### src/rtl/cpu_program_loader.sv
// cpu_program_loader: collects a program from a valid/ready word stream into
// an internal buffer, then replays it gaplessly into the CPU instruction-load
// port while framing the load with CpuReset pulses.
// Optional feature macro: LOADER_CHECKSUM_EN (XOR checksum of accepted words);
// when undefined, Checksum is tied to zero.
module cpu_program_loader #(
  parameter int DEPTH      = 32,
  parameter int ADDR_W     = 5,
  parameter int RST_CYCLES = 2
) (
  input  logic              clk,
  input  logic              Reset,
  input  logic              InValid,
  output logic              InReady,
  input  logic [31:0]       InData,
  input  logic              InLast,
  input  logic              Reload,
  output logic              CpuReset,
  output logic              LoadInstructions,
  output logic [31:0]       Instruction,
  output logic              Running,
  output logic [ADDR_W:0]   WordCount,
  output logic              Overflow,
  output logic [31:0]       Checksum
);
  localparam int CNT_W = (RST_CYCLES > 1) ? $clog2(RST_CYCLES) : 1;
  localparam logic [CNT_W-1:0] CNT_LAST = CNT_W'(RST_CYCLES - 1);
  localparam logic [ADDR_W:0] FULL = (ADDR_W + 1)'(DEPTH);
  localparam logic [ADDR_W:0] FULL_M1 = (ADDR_W + 1)'(DEPTH - 1);

  typedef enum logic [2:0] {COLLECT, PRE_RST, LOAD, POST_RST, RUN} loaderState_t;

  loaderState_t state;
  logic [31:0] progBuf [DEPTH];
  logic [CNT_W-1:0] phaseCnt;
  logic [ADDR_W:0] loadIdx;
  logic xfer;

  // Ready is combinational so it drops the instant Reset goes low.
  assign InReady = (state == COLLECT) && (WordCount < FULL) && Reset;
  assign xfer = InValid && InReady;

  // Program buffer write port; contents need no reset.
  always_ff @(posedge clk) begin
    if (xfer) progBuf[WordCount[ADDR_W-1:0]] <= InData;
  end

  // Sequencer: collection, CPU reset framing and gapless replay.
  always_ff @(posedge clk or negedge Reset) begin
    if (!Reset) begin
      state            <= COLLECT;
      WordCount        <= '0;
      CpuReset         <= 1'b1;
      LoadInstructions <= 1'b0;
      Instruction      <= '0;
      Running          <= 1'b0;
      Overflow         <= 1'b0;
      phaseCnt         <= '0;
      loadIdx          <= '0;
    end else begin
      case (state)
        COLLECT: begin
          CpuReset <= 1'b1;
          if (xfer) begin
            WordCount <= WordCount + 1'b1;
            if (InLast || (WordCount == FULL_M1)) begin
              state    <= PRE_RST;
              phaseCnt <= '0;
            end
            // Filling the last slot without an end marker truncates the program.
            if (!InLast && (WordCount == FULL_M1)) Overflow <= 1'b1;
          end
        end
        PRE_RST: begin
          CpuReset <= 1'b1;
          if (phaseCnt == CNT_LAST) begin
            state   <= LOAD;
            loadIdx <= '0;
          end else begin
            phaseCnt <= phaseCnt + 1'b1;
          end
        end
        LOAD: begin
          CpuReset <= 1'b0;
          if (loadIdx == WordCount) begin
            // One idle cycle after the last word before the flush reset.
            LoadInstructions <= 1'b0;
            Instruction      <= '0;
            state            <= POST_RST;
            phaseCnt         <= '0;
          end else begin
            LoadInstructions <= 1'b1;
            Instruction      <= progBuf[loadIdx[ADDR_W-1:0]];
            loadIdx          <= loadIdx + 1'b1;
          end
        end
        POST_RST: begin
          CpuReset <= 1'b1;
          if (phaseCnt == CNT_LAST) begin
            state <= RUN;
          end else begin
            phaseCnt <= phaseCnt + 1'b1;
          end
        end
        RUN: begin
          if (Reload) begin
            state     <= COLLECT;
            WordCount <= '0;
            Overflow  <= 1'b0;
            CpuReset  <= 1'b1;
            Running   <= 1'b0;
          end else begin
            CpuReset <= 1'b0;
            Running  <= 1'b1;
          end
        end
        default: state <= COLLECT;
      endcase
    end
  end

`ifdef LOADER_CHECKSUM_EN
  logic [31:0] checksumReg;

  // XOR accumulator over accepted words; naturally frozen outside COLLECT.
  always_ff @(posedge clk or negedge Reset) begin
    if (!Reset) begin
      checksumReg <= '0;
    end else if ((state == RUN) && Reload) begin
      checksumReg <= '0;
    end else if (xfer) begin
      checksumReg <= checksumReg ^ InData;
    end
  end

  assign Checksum = checksumReg;
`else
  assign Checksum = '0;
`endif

endmodule

### config.mk
export PLATFORM = sky130hd
export DESIGN_NAME = cpu_program_loader
export DESIGN_NICKNAME = d
export VERILOG_FILES = /design/src/rtl/cpu_program_loader.sv
export SDC_FILE = /design/constraint.sdc
export NUM_CORES = 1
export LEC_CHECK = 0
export BUFFER_PORTS_ARGS = -buffer_cell sky130_fd_sc_hd__buf_2
export CELL_PAD_IN_SITES_DETAIL_PLACEMENT = 1
export CELL_PAD_IN_SITES_GLOBAL_PLACEMENT = 2
export CORE_ASPECT_RATIO = 0.5
export CORE_MARGIN = 2
export CORE_UTILIZATION = 45
export DETAILED_ROUTE_END_ITERATION = 10
export PLACE_DENSITY_LB_ADDON = 0.1
export SLEW_MARGIN = 20
export SYNTH_ARGS = -nofsm -noshare
export SYNTH_HDL_FRONTEND = slang
export SYNTH_SLANG_ARGS = --single-unit
### constraint.sdc
create_clock -name clk -period 3.1 [get_ports clk]
set_input_delay 0.31 -clock clk [delete_from_list [all_inputs] [get_ports clk]]
set_output_delay 0.31 -clock clk [all_outputs]
set_load 0.005 [all_outputs]
**Word level (Yosys, flattened, before mapping)**

Memory sizes are Yosys's and may differ from the RTL's.
Cells that the tools add are included.

- Input bits: 37
- Register bits: 52
- Memory bits (writable): 1024
- Memories: 1

- Eq/ne operators: 14
- Mux-type cells: 29
- Reduce and logical (&&, ||, !) cells: 18
- Magnitude comparators: 1
- Add/subtract/negate cells: 3

Memory list:

| memory | words | bits a word | rd ports | clocked after Yosys merged registers in | wr ports | RTL line | RTL |
|---|---|---|---|---|---|---|---|
| progBuf | 32 | 32 | 1 | 0 | 1 | 34 | `logic [31:0] progBuf [DEPTH];` |

Operators by type and width:

| operator | number |
|---|---|
| 32-bit two-way mux | 1 |
| 6-bit two-way mux | 4 |
| 6-bit case mux with 2 select lines | 2 |
| 3-bit two-way mux | 6 |
| 3-bit case mux with 5 select lines | 1 |
| 6-bit by 1-bit adder with 6-bit output (second input constant) | 2 |
| 1-bit two-way mux | 12 |
| 2-bit != test (second input constant) | 6 |
| 4-bit AND reduction | 2 |
| 3-bit by 2-bit == test with 1-bit output (second input constant) | 2 |
| 6-bit by 5-bit == test with 1-bit output (second input constant) | 1 |
| 6-bit == test | 1 |
| 6-bit < comparator (second input constant) | 1 |
| 1-bit case mux with 3 select lines | 2 |
| 3-bit AND reduction | 2 |
| 6-bit AND reduction | 1 |
| 3-bit nonzero test | 2 |
| 1-bit logical AND | 4 |
| 2-bit by 1-bit != test with 1-bit output (second input constant) | 2 |
| 2-bit nonzero test | 2 |
| 3-bit by 1-bit == test with 1-bit output (second input constant) | 1 |
| 3-bit == test (second input constant) | 1 |
| 3-bit logical NOT | 1 |
| 3-bit OR reduction | 1 |
| other kinds (5) | 5 |

**Logic depth before layout (Yosys ltp)**

- Depth after elaboration: 6
- Mapped depth: 9
- Depth with buffers taken out: 6

**Worst setup path before layout**

Ideal clock, no wire load.

- Path type: register to register
- Start: register state[1]
- End: memory progBuf[30][0] (enable)
- Data required time: 2.679 ns
- Buffers on the path: 2
- Path slack: -0.190 ns
- Library setup time: 0.421 ns
- Stages on the path, launching flop included: 7
- Arrival: 2.869 ns
- Path through: dfrtp_1 > clkbuf_1 > nor4_1 > and3_1 > buf_2 > nand2_1 > nor2_1

- Cells in the longest elaborated chain, start to end: 6

Ends and longest elaborated chain:

| element | RTL line | RTL |
|---|---|---|
| from (decl) | 33 | `loaderState_t state;` |
| from (signal assigned) | 51 | `state <= COLLECT;` |
| from (signal assigned) | 67 | `state <= PRE_RST;` |
| from (signal assigned) | 77 | `state <= LOAD;` |
| 3-bit logical NOT | 40 | `assign InReady = (state == COLLECT) && (WordCount < FULL) && Reset;` |
| 1-bit logical AND (2 in series) | 40 |  |
| 1-bit logical AND | 41 | `assign xfer = InValid && InReady;` |
| 1-bit two-way mux | 45 | `if (xfer) progBuf[WordCount[ADDR_W-1:0]] <= InData;` |
| 1-bit two-way mux (implied by the code) | 45 |  |
| to (decl) | 34 |  |

Every way passes these cells.

**Final worst setup path**

- Start: register loadIdx[0]
- End: register Instruction[6]

- Cells in the longest elaborated chain, start to end: 2

Ends and longest elaborated chain:

| element | RTL line | RTL |
|---|---|---|
| from (decl) | 36 | `logic [ADDR_W:0] loadIdx;` |
| from (signal assigned) | 94 | `loadIdx <= loadIdx + 1'b1;` |
| memory 32 x 32 bit / 6-bit == test (equally long branches) | -- |  |
| 32-bit two-way mux (*) | 85 | `if (loadIdx == WordCount) begin` |
| to (signal assigned) | 93 | `Instruction <= progBuf[loadIdx[ADDR_W-1:0]];` |
| to (decl) | 20 | `output logic [31:0] Instruction,` |

Every way passes the cells marked *; elsewhere a longest branch is shown, timed or not.
A chain may end at the register's enable or synchronous reset.

==> results.json <==
{
  "outcome": "completed",
  "min_period_over_period_pct": 87.6,
  "die_area_um2": 94700,
  "hpwl_mm": 66.3,
  "worstSetupPathType": "reg2reg",
  "drt_iter0_markers": 1850,
  "ctsRootBufferMaster": "clkbuf_16",
  "synthArstFlopShare_pct": 4.83,
  "overflow": 0,
  "hp-class": "in2reg",
  "detail-route-antenna-nets": 0,
  "diodes": 0,
  "core_area_um2": 91000,
  "power_density_nw_per_um2": 770,
  "timing.rr.start": "loadIdx[0]$_DFFE_PN0P_",
  "track_usage_pct": 25.0,
  "grt_first_pass_wirelength_mm": 165,
  "clock.fmax_mhz": 368,
  "n_fill_cell": 7932,
  "crit_path_end_kind": "flip-flop",
  "cts_setup_buffers": 0,
  "hp-start": "InData[31]",
  "cts_sinks": 1076,
  "cts_tree": "yes",
  "critPathLaunchType": "flip-flop",
  "cap_violations": 0,
  "synth.avg_cell_area_um2": 21.9,
  "setup_viol": 0,
  "synth.cells.most_frequent": "edfxtp_1 (1,024), mux4_2 (247), nor2_1 (58), nand2_1 (54), dfrtp_1 (51)",
  "netlist_instances": 1892,
  "cts.reportedPaths.clkPinSlew_ns": 0.07,
  "cts_buffer_depth": 3,
  "die_height_um": 219,
  "worstReg2RegEnd": "Instruction[6]$_DFFE_PN0P_",
  "cts_buffers": 96,
  "hold_viol": 0,
  "gp_congestion": 0.758,
  "dr.pass1.iters": 5,
  "crit_arrival_ns": 3.27,
  "period_minus_slack_ns": 2.72,
  "leakage_nw": 15.1,
  "slew_headroom_pct": 42.6,
  "drc_errors": 0,
  "die_x_um": 433,
  "placementRows": 78,
  "slew_violations": 0,
  "hold_depth": 1,
  "totalPowerFinal_w": 0.0367,
  "final_util_pct": 52.4,
  "reg2reg_depth": 6,
  "io-pin-count": 112,
  "reg2reg_slack_ns": 0.38,
  "antenna_found_initial": 1,
  "nets": 2148,
  "synth.distinct_cells": 62,
  "cp.required_ns": 3.65,
  "wire_per_inst_um": 33.9,
  "yosys_warnings": 0,
  "worstMarginPinSlew_ns": 0.850,
  "synth_edf_count": 1024,
  "syn_area_um2": 41400,
  "finalClockSkew_ns": 0.0429,
  "vias": 20722,
  "drive_above_1_share_pct": 31.1,
  "worstPathMaxFanout": 28,
  "viasPerCell": 6.05,
  "synth_area_leader_cell": "edfxtp_1",
  "initial_core_util_pct": 45.6,
  "min_to": "progBuf[2][31]$_DFFE_PP_",
  "grt_pass1_vias": 21592,
  "synth_most_common_cell": "edfxtp_1",
  "ys.flop_type": "edfxtp_1",
  "yosysSeqAreaShare_pct": 77.3,
  "area_delta_synth_final_pct": 14.9,
  "peakVddDrop_uv": 455,
  "synth_top_area_share_pct": 74.2,
  "grt_max_degree": 65,
  "routed_wl_mm": 116,
  "startpoint": "loadIdx[0]$_DFFE_PN0P_",
  "io_buffer_count": 79,
  "htreeDepth": 3,
  "ys_ff_latch": 1076,
  "clock_latency_ns": 0.72,
  "grt_setup_unrepaired": "no",
  "synth.area.top_cells": "edfxtp_1 (74%), mux4_2 (13%), dfrtp_1 (3.1%)"
}
metrics by stage:
stage	hold WS (ns)	instance area [um2]	std cells	setup slack [ns]	setup TNS [ns]
final	0.0692	47600	3425	0.384	0
after global routing	0.0705	47600	3425	0.246	0
after CTS	0.0160	47600	3425	0.330	0
after detailed placement	0.440	44600	3246	0.314	0
after global placement	0.439	44600	3246	0.336	0
after floorplan	0.0144	41600	1923	-0.190	-163.23
state kept, by name, summed over array words and instances (netlist names):
name and cells:
CpuReset 1, Instruction 32, LoadInstructions 1, Overflow 1, Running 1, WordCount 6
loadIdx 6, phaseCnt 1, progBuf 1024, state 3
cells by family (layout without fill, tap and decap cells):
| kind of cell | Yosys count | count (layout) | share of synthesized area [%] |
|---|---|---|---|
| flops | 1076 | 1076 | 77.3 |
| mux | 292 | 292 | 14.6 |
| compound gates | 196 | 196 | 3.73 |
| simple gates | 166 | 166 | 1.90 |
| buf+inv | 145 | 407 | 2.05 |
| xor+xnor | 11 | 11 | 0.233 |
| fa+ha+maj | 5 | 5 | 0.151 |
| other cells | 1 | 32 | 0.00905 |
cells in the final DEF, fill, tap and decap left out, types with 8 or more instances in the layout:
master / instances
mux2_2: 23
clkinv_1: 15
mux2i_1: 22
buf_4: 102
clkbuf_16: 96
a221oi_1: 38
xor2_1: 9
nor2_1: 25
clkbuf_8: 9
nor2_4: 33
buf_12: 42
clkinv_2: 17
mux4_2: 247
o221ai_1: 23
dfrtp_1: 48
a22oi_1: 28
a211oi_1: 8
conb_1: 32
buf_2: 78
nand2_1: 53
a21oi_1: 15
clkbuf_1: 27
a22o_1: 32
edfxtp_1: 1024
o21ai_0: 22
worst max-delay path by stage:
| stage | cells past startpoint | end | slack, ns |
|---|---|---|---|
| 4_1_cts | 6 | Instruction[6]$_DFFE_PN0P_ | 0.33 |
| 3_5_place_dp | 6 | Instruction[6]$_DFFE_PN0P_ | 0.31 |
| 6_report | 6 | Instruction[6]$_DFFE_PN0P_ | 0.38 |
| 5_1_grt | 6 | Instruction[6]$_DFFE_PN0P_ | 0.25 |
| 2_1_floorplan | 6 | progBuf[30][0]$_DFFE_PP_ | -0.19 |
| 3_3_place_gp | 6 | Instruction[6]$_DFFE_PN0P_ | 0.34 |
worst max-delay path: stages, from the launching register on:
cell      delay, ns
dfrtp_4        0.66
buf_12         0.33
buf_12         0.23
mux4_2         0.51
a22o_1         0.24
a221oi_1       0.37
o221ai_1       0.20
power breakdown:
group | switching (W) | total (W) | internal [W]
registers | 0.000445 | 0.0168 | 0.0163
clock network | 0.00551 | 0.0118 | 0.00627
logic | 0.00425 | 0.00811 | 0.00386
per-layer routing:
metal,track usage (%),share of wire [%]
met3,4.19,5.8
met1,37.6,45
met5,0,0
met4,6.14,2.2
met2,38.3,47
repair_timing:
| action | in CTS | in global routing |
|---|---|---|
| hold endpoints to repair | 52 | 0 |
| resized for setup | 0 | 0 |
| endpoints found under the setup margin | 0 | 0 |
| hold buffers | 2 | 0 |
cell type report:
| class | instances | area, um2 | area share, % |
|---|---|---|---|
| tap | 1240 | 1550 | 3.26 |
| clock inverter | 45 | 425 | 0.893 |
| multi-input combinational | 702 | 8920 | 18.7 |
| timing repair buffer | 224 | 2020 | 4.24 |
| clock buffer | 132 | 2630 | 5.52 |
| sequential | 1076 | 32100 | 67.3 |
| inverter | 6 | 22.5 | 0.0473 |
Note: power is estimated with default switching activity, not from simulation.
